==> src/rtl/led_status_sched.sv <==
// Status-LED scheduler: free-running tick, LED0 heartbeat, and LED1 blink codes for a fixed-priority requester.
// Optional build macro STICKY_EN latches requests until their code has played (or clr).
module led_status_sched #(
  parameter int CLK_HZ    = 150000000,
  parameter int TICK_DIV  = CLK_HZ / 10,
  parameter int HB_TICKS  = 10,
  parameter int ON_TICKS  = 2,
  parameter int OFF_TICKS = 2,
  parameter int GAP_TICKS = 10,
  parameter int NREQ      = 4
) (
  input  logic            clk,
  input  logic            rst,
  input  logic [NREQ-1:0] req,
  input  logic            clr,
  output logic            LED0,
  output logic            LED1,
  output logic            busy,
  output logic [2:0]      active_id
);

  typedef enum logic [1:0] {S_IDLE, S_ON, S_OFF, S_GAP} state_t;

  localparam logic [27:0] TICK_LAST = 28'(TICK_DIV - 1);
  localparam logic [7:0]  HB_LAST   = 8'(HB_TICKS - 1);
  localparam logic [7:0]  ON_LAST   = 8'(ON_TICKS - 1);
  localparam logic [7:0]  OFF_LAST  = 8'(OFF_TICKS - 1);
  localparam logic [7:0]  GAP_LAST  = 8'(GAP_TICKS - 1);

  state_t          state_q, state_d;
  logic [27:0]     tick_cnt_q, tick_cnt_d;
  logic [7:0]      hb_cnt_q, hb_cnt_d;
  logic [7:0]      ph_cnt_q, ph_cnt_d;
  logic [3:0]      flash_left_q, flash_left_d;
  logic            led0_q, led0_d;
  logic            led1_q, led1_d;
  logic            busy_q, busy_d;
  logic [2:0]      active_id_q, active_id_d;
  logic [NREQ-1:0] pend;
  logic [2:0]      sel_id;
  logic            tick;
  logic            gap_done;

  assign tick = (tick_cnt_q == TICK_LAST);

  always_comb begin
    tick_cnt_d = tick ? '0 : tick_cnt_q + 28'd1;
    hb_cnt_d   = hb_cnt_q;
    led0_d     = led0_q;
    if (tick) begin
      if (hb_cnt_q == HB_LAST) begin
        hb_cnt_d = '0;
        led0_d   = ~led0_q;
      end else begin
        hb_cnt_d = hb_cnt_q + 8'd1;
      end
    end
  end

`ifdef STICKY_EN
  logic [NREQ-1:0] pend_q, pend_d;
  logic [NREQ-1:0] clear_mask;

  // req is OR-ed in after masking so a request coincident with a clear survives.
  always_comb begin
    clear_mask = '0;
    if (gap_done) clear_mask = NREQ'(1) << active_id_q;
    if (clr)      clear_mask = '1;
    pend_d = (pend_q & ~clear_mask) | req;
  end

  always_ff @(posedge clk) begin
    if (rst) pend_q <= '0;
    else     pend_q <= pend_d;
  end

  assign pend = pend_q | req;
`else
  logic unused_clr;
  assign unused_clr = clr;
  assign pend       = req;
`endif

  // Highest set index wins.
  always_comb begin
    sel_id = '0;
    for (int i = 0; i < NREQ; i++) begin
      if (pend[i]) sel_id = 3'(i);
    end
  end

  always_ff @(posedge clk) begin
    if (rst) begin
      state_q      <= S_IDLE;
      tick_cnt_q   <= '0;
      hb_cnt_q     <= '0;
      ph_cnt_q     <= '0;
      flash_left_q <= '0;
      led0_q       <= 1'b0;
      led1_q       <= 1'b0;
      busy_q       <= 1'b0;
      active_id_q  <= '0;
    end else begin
      state_q      <= state_d;
      tick_cnt_q   <= tick_cnt_d;
      hb_cnt_q     <= hb_cnt_d;
      ph_cnt_q     <= ph_cnt_d;
      flash_left_q <= flash_left_d;
      led0_q       <= led0_d;
      led1_q       <= led1_d;
      busy_q       <= busy_d;
      active_id_q  <= active_id_d;
    end
  end

  always_comb begin
    state_d      = state_q;
    ph_cnt_d     = ph_cnt_q;
    flash_left_d = flash_left_q;
    gap_done     = 1'b0;
    if (tick) begin
      case (state_q)
        S_IDLE: begin
          if (pend != '0) begin
            state_d      = S_ON;
            ph_cnt_d     = '0;
            flash_left_d = {1'b0, sel_id} + 4'd1;
          end
        end
        S_ON: begin
          if (ph_cnt_q == ON_LAST) begin
            ph_cnt_d     = '0;
            flash_left_d = flash_left_q - 4'd1;
            state_d      = S_OFF;
          end else begin
            ph_cnt_d = ph_cnt_q + 8'd1;
          end
        end
        S_OFF: begin
          if (ph_cnt_q == OFF_LAST) begin
            ph_cnt_d = '0;
            state_d  = (flash_left_q != '0) ? S_ON : S_GAP;
          end else begin
            ph_cnt_d = ph_cnt_q + 8'd1;
          end
        end
        default: begin
          if (ph_cnt_q == GAP_LAST) begin
            ph_cnt_d = '0;
            state_d  = S_IDLE;
            gap_done = 1'b1;
          end else begin
            ph_cnt_d = ph_cnt_q + 8'd1;
          end
        end
      endcase
    end
  end

  // Outputs are registered from the next state so they line up with the state register.
  always_comb begin
    led1_d      = (state_d == S_ON);
    busy_d      = (state_d != S_IDLE);
    active_id_d = active_id_q;
    if (state_d == S_IDLE)                          active_id_d = '0;
    else if (state_q == S_IDLE && state_d == S_ON)  active_id_d = sel_id;
  end

  assign LED0      = led0_q;
  assign LED1      = led1_q;
  assign busy      = busy_q;
  assign active_id = active_id_q;

endmodule

==> config.mk <==
export PLATFORM = sky130hd
export DESIGN_NAME = led_status_sched
export DESIGN_NICKNAME = d
export VERILOG_FILES = /design/src/rtl/led_status_sched.sv
export SDC_FILE = /design/constraint.sdc
export NUM_CORES = 1
export LEC_CHECK = 0
export BUFFER_PORTS_ARGS = -buffer_cell sky130_fd_sc_hd__clkbuf_2
export CAP_MARGIN = 20
export CORE_MARGIN = 2
export CORE_UTILIZATION = 40
export CTS_BUF_LIST = sky130_fd_sc_hd__clkbuf_4
export CTS_CLUSTER_DIAMETER = 40
export CTS_CLUSTER_SIZE = 28
export DETAILED_ROUTE_END_ITERATION = 16
export SLEW_MARGIN = 20
export SYNTH_ARGS = -nofsm -noshare
export SYNTH_HDL_FRONTEND = slang
export SYNTH_SLANG_ARGS = --single-unit
==> constraint.sdc <==
create_clock -name clk -period 3.6 [get_ports clk]
set_clock_uncertainty 0.15 [all_clocks]
set_input_delay 1.08 -clock clk [delete_from_list [all_inputs] [get_ports clk]]
set_output_delay 1.08 -clock clk [all_outputs]
set_load 0.005 [all_outputs]
## After elaboration in Yosys (flattened, before gate mapping)

Index checks and enable logic that the tools add are counted.

| word-level totals | value |
|---|---|
| logic and storage cells | 55 |
| flip-flop bits (word level) | 56 |
| input port bits | 7 |
| output and inout port bits | 6 |

| operators by class | value |
|---|---|
| mux-type cells | 18 |
| reductions and logical operators | 13 |
| equal/unequal tests | 9 |
| bitwise logic cells | 1 |
| add/subtract/negate cells | 5 |

Operators with widths:

| kind | count |
|---|---|
| $mux 8 | 4 |
| $add 28x1->28 const B | 1 |
| $eq 28x24->1 const B | 1 |
| $add 8x1->8 const B | 2 |
| $eq 8x4->1 const B | 2 |
| $pmux 8 s2 | 1 |
| $mux 2 | 6 |
| $eq 8x1->1 const B | 1 |
| $mux 4 | 2 |
| $pmux 4 s2 | 1 |
| $reduce_bool 4->1 | 2 |
| $mux 3 | 2 |
| $pmux 2 s3 | 1 |
| $reduce_or 2->1 | 3 |
| $add 3x1->4 const B | 1 |
| $eq 2x1->1 const B | 2 |
| $logic_not 2->1 | 2 |
| $ne 2x2->1 const B | 2 |
| $reduce_and 2->1 | 2 |
| $reduce_and 4->1 | 1 |
| $reduce_bool 2->1 | 2 |
| $sub 4x1->4 const B | 1 |
| $eq 2x2->1 const B | 1 |
| $logic_and 1x1->1 | 1 |
| 2 further kinds | 2 |

## Depth between registers and ports, before layout

| logic depth | value |
|---|---|
| depth in word-level cells | 7 |
| depth in mapped cells | 9 |
| gate-level depth less buffers | 9 |

## Worst setup path after synthesis

OpenSTA, ideal clock, no wires.

| timing | value |
|---|---|
| kind | input to register |
| from | input rst |
| to | register active_id_q[1], in the netlist active_id[1] |
| stages | 5 |
| path buffers | 0 |
| arrival time | 2.417 ns |
| library setup time | 0.079 ns |
| path slack | 0.954 ns |
| data required time | 3.371 ns |
| path through | nor2_1 or4b_1 o21a_1 or4_4 o211ai_1 |

| between the ends | value |
|---|---|
| longest elaborated chain between the ends | 1 |

RTL lines:

| item | RTL line | text |
|---|---|---|
| from (decl) | 13 | `input logic rst,` |
| $reduce_or 2->1 (no source line) | -- |  |
| to (signal assigned) | 112 | `active_id_q <= active_id_d;` |
| to (decl) | 38 | `logic [2:0] active_id_q, active_id_d;` |

No other way between the ends.
A chain may end at the register's enable or synchronous reset.

## Final worst setup path

| timing | value |
|---|---|
| from | register tick_cnt_q[16] |
| to | register flash_left_q[3] |

| between the ends | value |
|---|---|
| longest elaborated chain between the ends | 2 |

RTL lines:

| item | RTL line | text |
|---|---|---|
| from (decl) | 31 | `logic [27:0] tick_cnt_q, tick_cnt_d;` |
| from (signal assigned) | 105 | `tick_cnt_q <= tick_cnt_d;` |
| $eq 28x24->1 | 44 | `assign tick = (tick_cnt_q == TICK_LAST);` |
| $reduce_and 4->1 (no source line) | -- |  |
| to (signal assigned) | 108 | `flash_left_q <= flash_left_d;` |
| to (decl) | 34 | `logic [3:0] flash_left_q, flash_left_d;` |

No other way between the ends.

==> out/summary.txt <==
Area growth syn-to-layout -> 6.612%
Relative slew slack -> 36.09%
DPL Wire Length -> 3842 um
Leak pwr -> 1.107 nW
Largest net degree at the start of global routing -> 29
Grt total ovfl -> 0
Synth area leader -> dfxtp_1
EDFF count, synth -> 0
Initial antenna violation count -> 0
Synthesized net count -> 360
Hold depth -> 1
First-pass GRT wire length -> 9170 um
Worst reg2reg path depth -> 6
Post-Synth Adder-Cell Area -> 5.186%
CORE AREA -> 7137 sq um
RSZ-0062 raised after global routing -> false
TritonCTS buffer count -> 5
Die H -> 89.08 um
Most frequent cells in the layout -> nor2_1 (57), dfxtp_1 (55), nand2_1 (21)
CP required -> 3.73 ns
Status -> completed
H-tree Lvls -> 2
Final cycle utilization of the critical path -> 75.58%
Total power after layout -> 0.0009181 W
Main flop type after synthesis -> dfxtp_1
PwrDens -> 297.4 nW/um^2
Worst hold path class -> register to register
TritonCTS Sinks -> 55
CTS hold repair buffers -> 0
Compound-Gate Fraction of Synth Area -> 7.563%
Hold path start -> tick_cnt_q[0]
Largest family of logic cells by synthesized area -> simple AND/OR/NAND/NOR gates
Worst vdd ir -> 0.1524 mV
Die area -> 7934 sq um
CTS tree -> done
Port bufs -> 10
Post-CTS setup buffer count -> 0
# DRC -> 0
Final setup fails -> 0
Synth Register Bits -> 55
Vias in the first global route -> 2056
Layout cell share with drive strength beyond 1 -> 11.43%
Max-slew violation count -> 0
Gate Count Post-Synth -> 341
Commonest non-fill, non-tap cell in the layout -> nor2_1
CTS Buffer Depth -> 2
Root Buffer -> clkbuf_4
Crit path DAT -> 2.85 ns
Distinct cells, synth -> 57
Area contributors post-synth -> dfxtp_1 (38%), nor2_1 (7.4%), xnor2_1 (6.1%)
Synth Area in Simple Gates -> 32.02%
Initial detailed-routing violation count -> 71
Xor and xnor area share after synthesis -> 11.80%
Asr flop ratio synth -> 0%
NumNets Final -> 368
Critical-path maximum fanout -> 10
Via/cell ratio -> 5.004
Final Wtd Congestion -> 0.7966
Max frequency -> 0.3675 GHz
Synthesized cell area -> 2895 sq um
Setup total negative slack -> 0 ns
Slew @ Worst Pin -> 0.9508 ns
Sequential fraction of the synthesis area -> 38.03%
Avg Cell Area, Syn -> 8.491 sq um
Final worst path period need -> 2.721 ns
Inserted Diodes -> 0
Initial Util -> 40.57%
Clk pin slew, worst setup/hold paths -> 0.16 ns
Mux share of post-synthesis cell area -> 1.037%
Critical Path Source Type -> register
R2R Path Start -> tick_cnt_q[16]
Via count -> 2247
Ports -> 13
Final hold vios -> 0
Max Cap Viol -> 0
Std-Cell Rows -> 31
Crit path kind -> register to register
Crit. Startpoint -> tick_cnt_q[16]
WHS -> 0.3376 ns
CP endpoint kind -> register
YS warnings -> 0
WL/cell -> 11.70 um
Final ANT Viol Nets -> 0
1st-pass router iterations -> 4
Total Routed Length -> 5253 um
Yosys top cell area share -> 38.03%
GRT Util Overall -> 14.30%
Post-cts gate resize count -> 0
Die Span X -> 89.08 um
Clock latency on the worst-skew pair -> 0.37 ns
==> critical path, stage by stage (launching register included) <==
cell	delay, ns
dfxtp_1	0.43
nor4b_1	0.46
nand3_1	0.22
nor4_2	0.83
nand2b_1	0.24
o21ai_0	0.22
a21oi_1	0.08
==> state kept, by name, indices dropped and copies added (netlist names) <==
signal        count
hb_cnt_q          8
LED0              1
LED1              1
busy              1
flash_left_q      4
ph_cnt_q          8
active_id         2
state_q           2
tick_cnt_q       28
==> per-stage QoR <==
stage               cells  instance area, sq um  setup WS (ns)  util (%)
floorplan             341                  2895         0.9544         -
global placement      441                  3029         0.6412     42.44
detailed placement    441                  3029         0.6085     42.44
CTS                   449                  3087         0.8784     43.25
global route          449                  3087         0.5678     43.25
finish                449                  3087         0.8790     43.25
==> routing by layer <==
metal	vias to the layer above	wire length (um)	GRT usage, %
met5	-	0	0
met4	0	49	3.664
met3	5	110	3.047
met2	20	2338	23.27
met1	1038	2755	19.41
li1	1184	-	-
==> Yosys cell counts (all sizes together) (2+ instances only) <==
cell	n
xor2	19
o21ai	10
a21o	2
and3	9
mux2i	3
a21oi	8
nand3	16
buf	6
dfxtp	55
clkbuf	6
nor3b	4
and2b	4
inv	16
nor4	9
nor3	9
and4	4
o211ai	2
xnor2	20
and2	2
nor2	57
a311oi	2
nor2b	3
nand2	22
or3	4
nor4b	4
a31oi	4
ha	12
o21a	2
nand2b	3
nand4	11
or4	2
==> power by group <==
group / switching (W) / internal (W)
clock network: 0.000191 / 0.0000835
registers: 0.00000263 / 0.000612
logic: 0.0000184 / 0.0000108
total: 0.000212 / 0.000706
==> cells by family (layout without fill, tap and decap cells) <==
kind of cell	after synthesis	count (layout)
other cells	1	1
mux	3	3
fa+ha+maj	12	12
simple gates	168	168
flops	55	55
xor+xnor	39	39
buf+inv	28	37
compound gates	35	35
==> path summary, 6_finish.rpt <==
| path | end | slack (ns) |
|---|---|---|
| max | flash_left_q[3] | 0.88 |
| min | tick_cnt_q[0] | 0.34 |
| max reg2reg | flash_left_q[3] | 0.88 |
| min reg2reg | tick_cnt_q[0] | 0.34 |
==> layout make-up <==
cell class                 instances  area, sq um
clock buffer                       6        45.04
clock inverter                     2        12.51
fill                             766         4050
inverter                          16        60.06
multi-input combinational        258         1672
sequential                        55         1101
tap                               99        123.9
timing repair buffer              13        72.57
(Power assumes the default switching activity.)
